## config.mk

```make
export PLATFORM = sky130hd
export DESIGN_NAME = m3_serializer
export DESIGN_NICKNAME = d
export VERILOG_FILES = /design/src/rtl/m3_pkg.sv /design/src/rtl/m3_tick_gen.sv /design/src/rtl/m3_serializer.sv
export SDC_FILE = /design/constraint.sdc
export NUM_CORES = 1
export LEC_CHECK = 0
export ABC_AREA = 1
export CORE_MARGIN = 1.5
export CORE_UTILIZATION = 55
export DETAILED_ROUTE_END_ITERATION = 8
export GPL_ROUTABILITY_DRIVEN = 0
export GPL_TIMING_DRIVEN = 0
export PLACE_DENSITY = 0.82
export SLEW_MARGIN = 25
export SYNTH_ARGS = -nofsm -noshare
export SYNTH_HDL_FRONTEND = slang
export SYNTH_SLANG_ARGS = --single-unit
```

## constraint.sdc

```tcl
create_clock -name clk -period 4.2 [get_ports clk]
set_clock_uncertainty 0.15 [all_clocks]
set_input_delay 0.84 -clock clk [delete_from_list [all_inputs] [get_ports clk]]
set_output_delay 0.84 -clock clk [all_outputs]
set_load 0.005 [all_outputs]
```

## src/rtl/m3_pkg.sv

```systemverilog
// Shared types and default sizing for the m3 serializer slice.
package m3_pkg;

  localparam int DEF_WIDTH = 8;
  localparam int DEF_DIV   = 4;

  typedef enum logic [1:0] {
    IDLE  = 2'd0,
    SHIFT = 2'd1,
    DONE  = 2'd2
  } state_t;

endpackage

```

## src/rtl/m3_tick_gen.sv

```systemverilog
// Bit-period divider: tick is high in the last cycle of every DIV-cycle period.
module m3_tick_gen
  import m3_pkg::*;
#(
  parameter int DIV = DEF_DIV
) (
  input  logic clk,
  input  logic reset,
  input  logic restart,
  output logic tick
);

  localparam int CW = $clog2(DIV + 1);

  logic [CW-1:0] cnt;

  // Counter never exceeds DIV-1, so it cannot wrap within its width.
  assign tick = !restart && (cnt == CW'(DIV - 1));

  // NOTE: sequential state uses non-blocking assignments so every flop samples pre-edge values.
  always_ff @(posedge clk or posedge reset) begin
    if (reset) begin
      cnt <= '0;
    end else if (restart || tick) begin
      cnt <= '0;
    end else begin
      cnt <= cnt + CW'(1);
    end
  end

endmodule

```

## src/rtl/m3_serializer.sv

```systemverilog
// MSB-first parallel-to-serial converter holding each bit for DIV cycles,
// with registered bit/frame strobes and a done pulse after the last bit.
module m3_serializer
  import m3_pkg::*;
#(
  parameter int WIDTH = DEF_WIDTH,
  parameter int DIV   = DEF_DIV
) (
  input  logic             clk,
  input  logic             reset,
  input  logic [WIDTH-1:0] din,
  input  logic             load,
  output logic             ready,
  output logic             sout,
  output logic             bit_stb,
  output logic             frame_start,
  output logic             done
);

  localparam int BW = $clog2(WIDTH + 1);

  state_t           state;
  logic [WIDTH-1:0] shreg;
  logic [WIDTH-1:0] shifted;
  logic [BW-1:0]    bit_cnt;
  logic             restart;
  logic             tick;

  assign shifted = shreg << 1;
  assign ready   = (state == IDLE);
  assign restart = (state != SHIFT);

  m3_tick_gen #(
    .DIV(DIV)
  ) u_tick_gen (
    .clk    (clk),
    .reset  (reset),
    .restart(restart),
    .tick   (tick)
  );

  always_ff @(posedge clk or posedge reset) begin
    if (reset) begin
      state       <= IDLE;
      shreg       <= '0;
      bit_cnt     <= '0;
      sout        <= 1'b0;
      bit_stb     <= 1'b0;
      frame_start <= 1'b0;
      done        <= 1'b0;
    end else begin
      // Strobes default low; only the branches below raise them for one cycle.
      bit_stb     <= 1'b0;
      frame_start <= 1'b0;
      done        <= 1'b0;
      case (state)
        IDLE: begin
          if (load) begin
            shreg       <= din;
            bit_cnt     <= BW'(WIDTH);
            sout        <= din[WIDTH-1];
            bit_stb     <= 1'b1;
            frame_start <= 1'b1;
            state       <= SHIFT;
          end
        end
        SHIFT: begin
          if (tick) begin
            shreg   <= shifted;
            bit_cnt <= bit_cnt - BW'(1);
            if (bit_cnt == BW'(1)) begin
              sout  <= 1'b0;
              done  <= 1'b1;
              state <= DONE;
            end else begin
              sout    <= shifted[WIDTH-1];
              bit_stb <= 1'b1;
            end
          end
        end
        DONE:    state <= IDLE;
        default: state <= IDLE;
      endcase
    end
  end

endmodule

```

==> results of run 1 <==
synthesized netlist by cell type, drive strengths merged:
cell type | count | share of area, %
or2 | 1 | 0.63
o211ai | 1 | 0.75
xor2 | 1 | 0.88
nand3 | 6 | 3.5
nor2 | 10 | 4.3
buf | 2 | 2.8
ha | 4 | 5.0
inv | 18 | 6.8
o21ai | 15 | 11
dfrtp | 20 | 50
nand2 | 29 | 14
power by group:
| group | switching [mW] | internal (mW) | total, mW |
|---|---|---|---|
| registers | 0.0304 | 0.268 | 0.298 |
| logic | 0.198 | 0.159 | 0.356 |
| clock network | 0.0589 | 0.0529 | 0.112 |
| total | 0.287 | 0.480 | 0.766 |
worst max-delay path by stage:
| stage | startpoint | end | slack (ns) | cells past startpoint |
|---|---|---|---|---|
| floorplan | state[0] | ready | 2.64 | 1 |
| global placement | state[0] | ready | 2.13 | 2 |
| detailed placement | state[1] | ready | 2.11 | 2 |
| CTS | state[1] | ready | 1.76 | 2 |
| global route | state[0] | ready | 1.71 | 2 |
| finish | state[0] | ready | 1.78 | 2 |
flip-flops by register name, summed over array words and instances, names as in the netlist:
| name | cells |
|---|---|
| shreg | 7 |
| sout | 1 |
| done | 1 |
| bit_cnt | 4 |
| frame_start | 1 |
| state | 2 |
| u_tick_gen.cnt | 3 |
| bit_stb | 1 |
worst max-delay path: stages, from the launching register on:
cell	delay [ns]
dfrtp_1	0.45
nor2_2	0.16
clkdlybuf4s50_1	0.52
through the flow:
stage	instance area [um2]	setup WS (ns)	hold slack, ns
2_1_floorplan	998	2.64	0.260
3_3_place_gp	1180	2.13	0.274
3_5_place_dp	1180	2.11	0.286
4_1_cts	1220	1.76	0.302
5_1_grt	1220	1.71	0.327
6_report	1220	1.78	0.293
area by class of cell:
type,instances,area [um2]
Fill cell,135,492
Multi-Input combinational cell,67,403
Inverter,18,67.6
Timing Repair Buffer,15,150
Tap cell,25,31.3
Clock buffer,4,36.3
Buffer,2,27.5
Sequential cell,20,500
cell usage in the layout, fill, tap and decap left out:
| master | Yosys | final |
|---|---|---|
| nand2_1 | 23 | 23 |
| dfrtp_1 | 20 | 20 |
| inv_1 | 18 | 18 |
| clkdlybuf4s50_1 | 0 | 15 |
| o21ai_2 | 9 | 9 |
| nor2_1 | 8 | 8 |
| nand3_1 | 5 | 5 |
| o21ai_1 | 5 | 5 |
| nand2_4 | 4 | 4 |
| ha_1 | 4 | 4 |
| clkbuf_4 | 0 | 3 |
| nor2_2 | 2 | 2 |
| nand2_2 | 2 | 2 |
| nand3_2 | 1 | 1 |
| o21ai_0 | 1 | 1 |
| buf_12 | 1 | 1 |
| buf_4 | 1 | 1 |
| o211ai_1 | 1 | 1 |
| or2_1 | 1 | 1 |
| xor2_1 | 1 | 1 |
| clkbuf_8 | 0 | 1 |
routing by layer:
layer,vias up,global-route usage (%)
met4,0,12.4
met2,14,29.9
met3,5,2.38
met5,-,0
met1,326,22.2
li1,367,-
kinds of logic (layout without fill, tap and decap cells):
group           Yosys count  count (layout)  synth area share [%]
flops                    20              20                  50.1
compound gates           16              16                  11.7
xor+xnor                  1               1                 0.877
simple gates             46              46                  22.8
fa+ha+maj                 4               4                  5.01
buf+inv                  20              39                  9.52
==> impl_metrics.json, run 1 <==
{
  "status": "finished, final reports clean",
  "dr_wl_met3_um": 50,
  "cp.required_ns": 3.21,
  "relSlewSlack_pct": 50.6,
  "antenna_cells": 0,
  "reg2reg_slack_ns": 2.61,
  "drt_first_pass_iters": 4,
  "holdPathEnd": "u_tick_gen.cnt[0]",
  "critPathLaunchType": "flop",
  "hpwl_mm": 1.21,
  "insertion_delay_ns": 0.30,
  "drt_iter0_drc": 8,
  "antenna_found_initial": 0,
  "dieArea_mm2": 0.00208,
  "cts.repair.resized": 0,
  "grt_pass1_wl_mm": 2.63,
  "leakage_nw": 0.624,
  "post_layout_nonfiller_instances": 151,
  "reg2regPathDepth": 7,
  "post-route-util_pct": 71.2,
  "postCtsSetupBuffers": 0,
  "hold_buffers": 0,
  "grt_setup_unrepaired": "no",
  "drt-total-wl_mm": 1.61,
  "drive_gt1_share_pct": 19.0,
  "drv_cap": 0,
  "rr_endpoint": "sout",
  "rows": 15,
  "cts_tree": "built",
  "worst_pin_slew_ns": 0.740,
  "hp-start": "u_tick_gen.cnt[0]",
  "wl_met2_um": 776,
  "postSynthCellCount": 107,
  "port_buffers": 15,
  "fin_nets": 142,
  "fp.dieW_um": 45.6,
  "wl_met1_um": 738,
  "slew_viol_final": 0,
  "vdd_drop_max_mv": 0.326,
  "crit_type": "flop to output pin",
  "grt_use_total_pct": 18.3,
  "synth_nets": 122,
  "io_pins": 16,
  "htreeDepth": 1,
  "grt_max_degree": 21,
  "grt-ovfl-total": 0,
  "fp.coreArea_mm2": 0.00171,
  "max_freq_ghz": 0.412,
  "period_share_pct": 57.7,
  "clockBufferDepth": 2,
  "setup_viol": 0,
  "top_layer_used": "met4",
  "root_buffer": "clkbuf_4",
  "total_power_mw": 0.766,
  "syn_area_per_cell_um2": 9.33,
  "placed_cells": 147,
  "ant_nets": 0,
  "min_path_type": "flop to flop",
  "vias_per_cell": 4.72,
  "grt_pass1_vias": 642,
  "wl_per_cell_um": 10.7,
  "setup_tns_ns": 0,
  "synth_warnings": 0,
  "period_needed_ns": 2.42,
  "crit_fanout": 4,
  "timing.final.hold_violations": 0,
  "die_y_um": 45.6,
  "route.vias.total": 712,
  "worstPathArrival_ns": 1.43,
  "cts_sinks": 20,
  "timing.rr.start": "u_tick_gen.cnt[0]",
  "area_growth_pct": 21.8,
  "yosysSeqAreaShare_pct": 50.1,
  "numCtsBuffers": 3,
  "initial_core_util_pct": 58.5,
  "synth_area_um2": 998,
  "hold_depth": 1,
  "end_kind": "output pin",
  "synth-seq-cells": 20,
  "synth_cell_types": 18,
  "powerDensity_mw_per_mm2": 630,
  "drc_errors": 0,
  "clk_pin_slew_ns": 0.11
}
Power figures use the tool's default switching activity.
==> run 2, diff against run 1 <==
- CORE_UTILIZATION: 55 -> 46
- PLACE_DENSITY: 0.82 -> 0.73
- clock period: 4.2 -> 2.15 ns (I/O delays scaled with it)
==> run 2 against run 1 <==
Non-clock buffer count unchanged. Highest routed layer unchanged. Die area increased by 18%. Largest cell class unchanged. Largest power group unchanged. Critical path type unchanged. Cell count increased by 1.3%.
==> impl_metrics.json, run 2 (same netlist as run 1, synthesis figures left out) <==
{
  "status": "finished, final reports clean",
  "antenna_found_initial": 0,
  "crit_end": "ready",
  "drt-total-wl_mm": 1.62,
  "fp.coreArea_mm2": 0.00200,
  "critPathLaunchType": "flop",
  "cp.required_ns": 1.57,
  "ant_nets": 0,
  "cpPeakStageDelay_ns": 0.52,
  "area_growth_pct": 22.1,
  "powerDensity_mw_per_mm2": 1230,
  "drc_errors": 0,
  "period_share_pct": 94.2,
  "placed_cells": 149,
  "reg2regPathDepth": 7,
  "crit_cells": 2,
  "grt-ovfl-total": 0,
  "layout_commonest_cell": "nand2_1",
  "total_power_mw": 1.50,
  "drive_gt1_share_pct": 19.0,
  "end_kind": "output pin",
  "relSlewSlack_pct": 51.7,
  "vdd_drop_max_mv": 0.570,
  "path_cells": "nor2_2 > clkdlybuf4s50_1",
  "hold_depth": 1,
  "clockBufferDepth": 2,
  "fp.dieW_um": 49.6,
  "cts_sinks": 20,
  "crit_type": "flop to output pin",
  "post-route-util_pct": 60.9,
  "post_layout_nonfiller_instances": 153,
  "regMostFlops": "shreg",
  "hold_buffers": 0,
  "initial_core_util_pct": 49.9,
  "io_pins": 16,
  "layout_common_cells": "nand2_1 (23), dfrtp_1 (20), inv_1 (18), clkdlybuf4s50_1 (15), o21ai_2 (9)",
  "rows": 16,
  "worst_pin_slew_ns": 0.723,
  "leakage_nw": 0.624,
  "nFillCells": 180,
  "grt_pass1_vias": 718,
  "critical_path.top_delay_family": "buffers and inverters",
  "setup_tns_ns": 0,
  "slew_viol_final": 0,
  "min_path_type": "flop to flop",
  "cts_tree": "built",
  "grt_pass1_wl_mm": 2.97,
  "timing.rr.start": "u_tick_gen.cnt[0]",
  "hold_ws_ns": 0.303,
  "vias_per_cell": 4.66,
  "dieArea_mm2": 0.00246,
  "startpoint": "state[0]",
  "numCtsBuffers": 3,
  "setup_viol": 0,
  "port_buffers": 15,
  "rr_endpoint": "sout",
  "drt_iter0_drc": 6,
  "route.vias.total": 713,
  "cts.repair.resized": 0,
  "grt_max_degree": 21,
  "postCtsSetupBuffers": 0,
  "hpwl_mm": 1.27,
  "reg_top3": "shreg x7, bit_cnt x4, u_tick_gen.cnt x3",
  "wl_per_cell_um": 10.6,
  "clk_pin_slew_ns": 0.12,
  "grt_use_total_pct": 15.7,
  "largest_reg_flops": 7,
  "drt_first_pass_iters": 4,
  "timing.final.hold_violations": 0,
  "antenna_cells": 0,
  "path_buf_inv": 1,
  "insertion_delay_ns": 0.30,
  "htreeDepth": 1,
  "grt_setup_unrepaired": "no",
  "fin_nets": 142,
  "max_freq_ghz": 0.494,
  "die_y_um": 49.6,
  "drv_cap": 0,
  "period_needed_ns": 2.03,
  "worstPathArrival_ns": 1.45,
  "cp_slowest_cell": "clkdlybuf4s50_1",
  "seqCellArea_um2": 500,
  "reg2reg_slack_ns": 0.57,
  "root_buffer": "clkbuf_4",
  "multiInputGateArea_um2": 403,
  "crit_fanout": 4
}
## run 2: cell counts in the layout (fill, tap and decap cells not counted)
Identical to the previous run, type by type.
## run 2: report_power, final
part           total, mW  internal [mW]  leakage (nW)  switching (mW)
Clock              0.219          0.103        0.0210           0.116
Sequential         0.583          0.523         0.255          0.0601
Combinational      0.698          0.310         0.348           0.388
Total               1.50          0.937         0.624           0.564
## run 2: stage by stage
step | setup WS (ns) | cell area, um2
2_1_floorplan | 0.681 | 998
3_3_place_gp | 0.474 | 1180
3_5_place_dp | 0.465 | 1180
4_1_cts | 0.115 | 1220
5_1_grt | 0.0593 | 1220
6_report | 0.124 | 1220
## run 2: routing by layer
layer	track usage, %	vias to the layer above	share of wire [%]
li1	-	369	-
met1	19.4	325	48
met4	5.56	0	1.0
met5	0	-	0
met2	27.1	16	48
met3	3.03	3	3.5
## run 2: worst register-to-register path: cells and delay by family (launching register included)
kind,cells,cell delay (ns)
flops,1,0.40
fa+ha+maj,2,0.40
simple gates,4,0.36
buf+inv,1,0.17
## run 2: cell type report
type	instances	share of cell area (%)
Buffer	2	2.26
Clock buffer	4	2.98
Inverter	18	5.54
Multi-Input combinational cell	67	33.1
Sequential cell	20	41.1
Tap cell	27	2.77
Timing Repair Buffer	15	12.3
## run 2: worst min path at each step
stage                        end         startpoint  slack (ns)
2_1_floorplan         bit_cnt[0]              reset        0.24
3_3_place_gp   u_tick_gen.cnt[0]  u_tick_gen.cnt[0]        0.27
5_1_grt        u_tick_gen.cnt[0]  u_tick_gen.cnt[0]        0.33
4_1_cts        u_tick_gen.cnt[0]  u_tick_gen.cnt[0]        0.30
3_5_place_dp   u_tick_gen.cnt[0]  u_tick_gen.cnt[0]        0.29
6_report       u_tick_gen.cnt[0]  u_tick_gen.cnt[0]        0.30
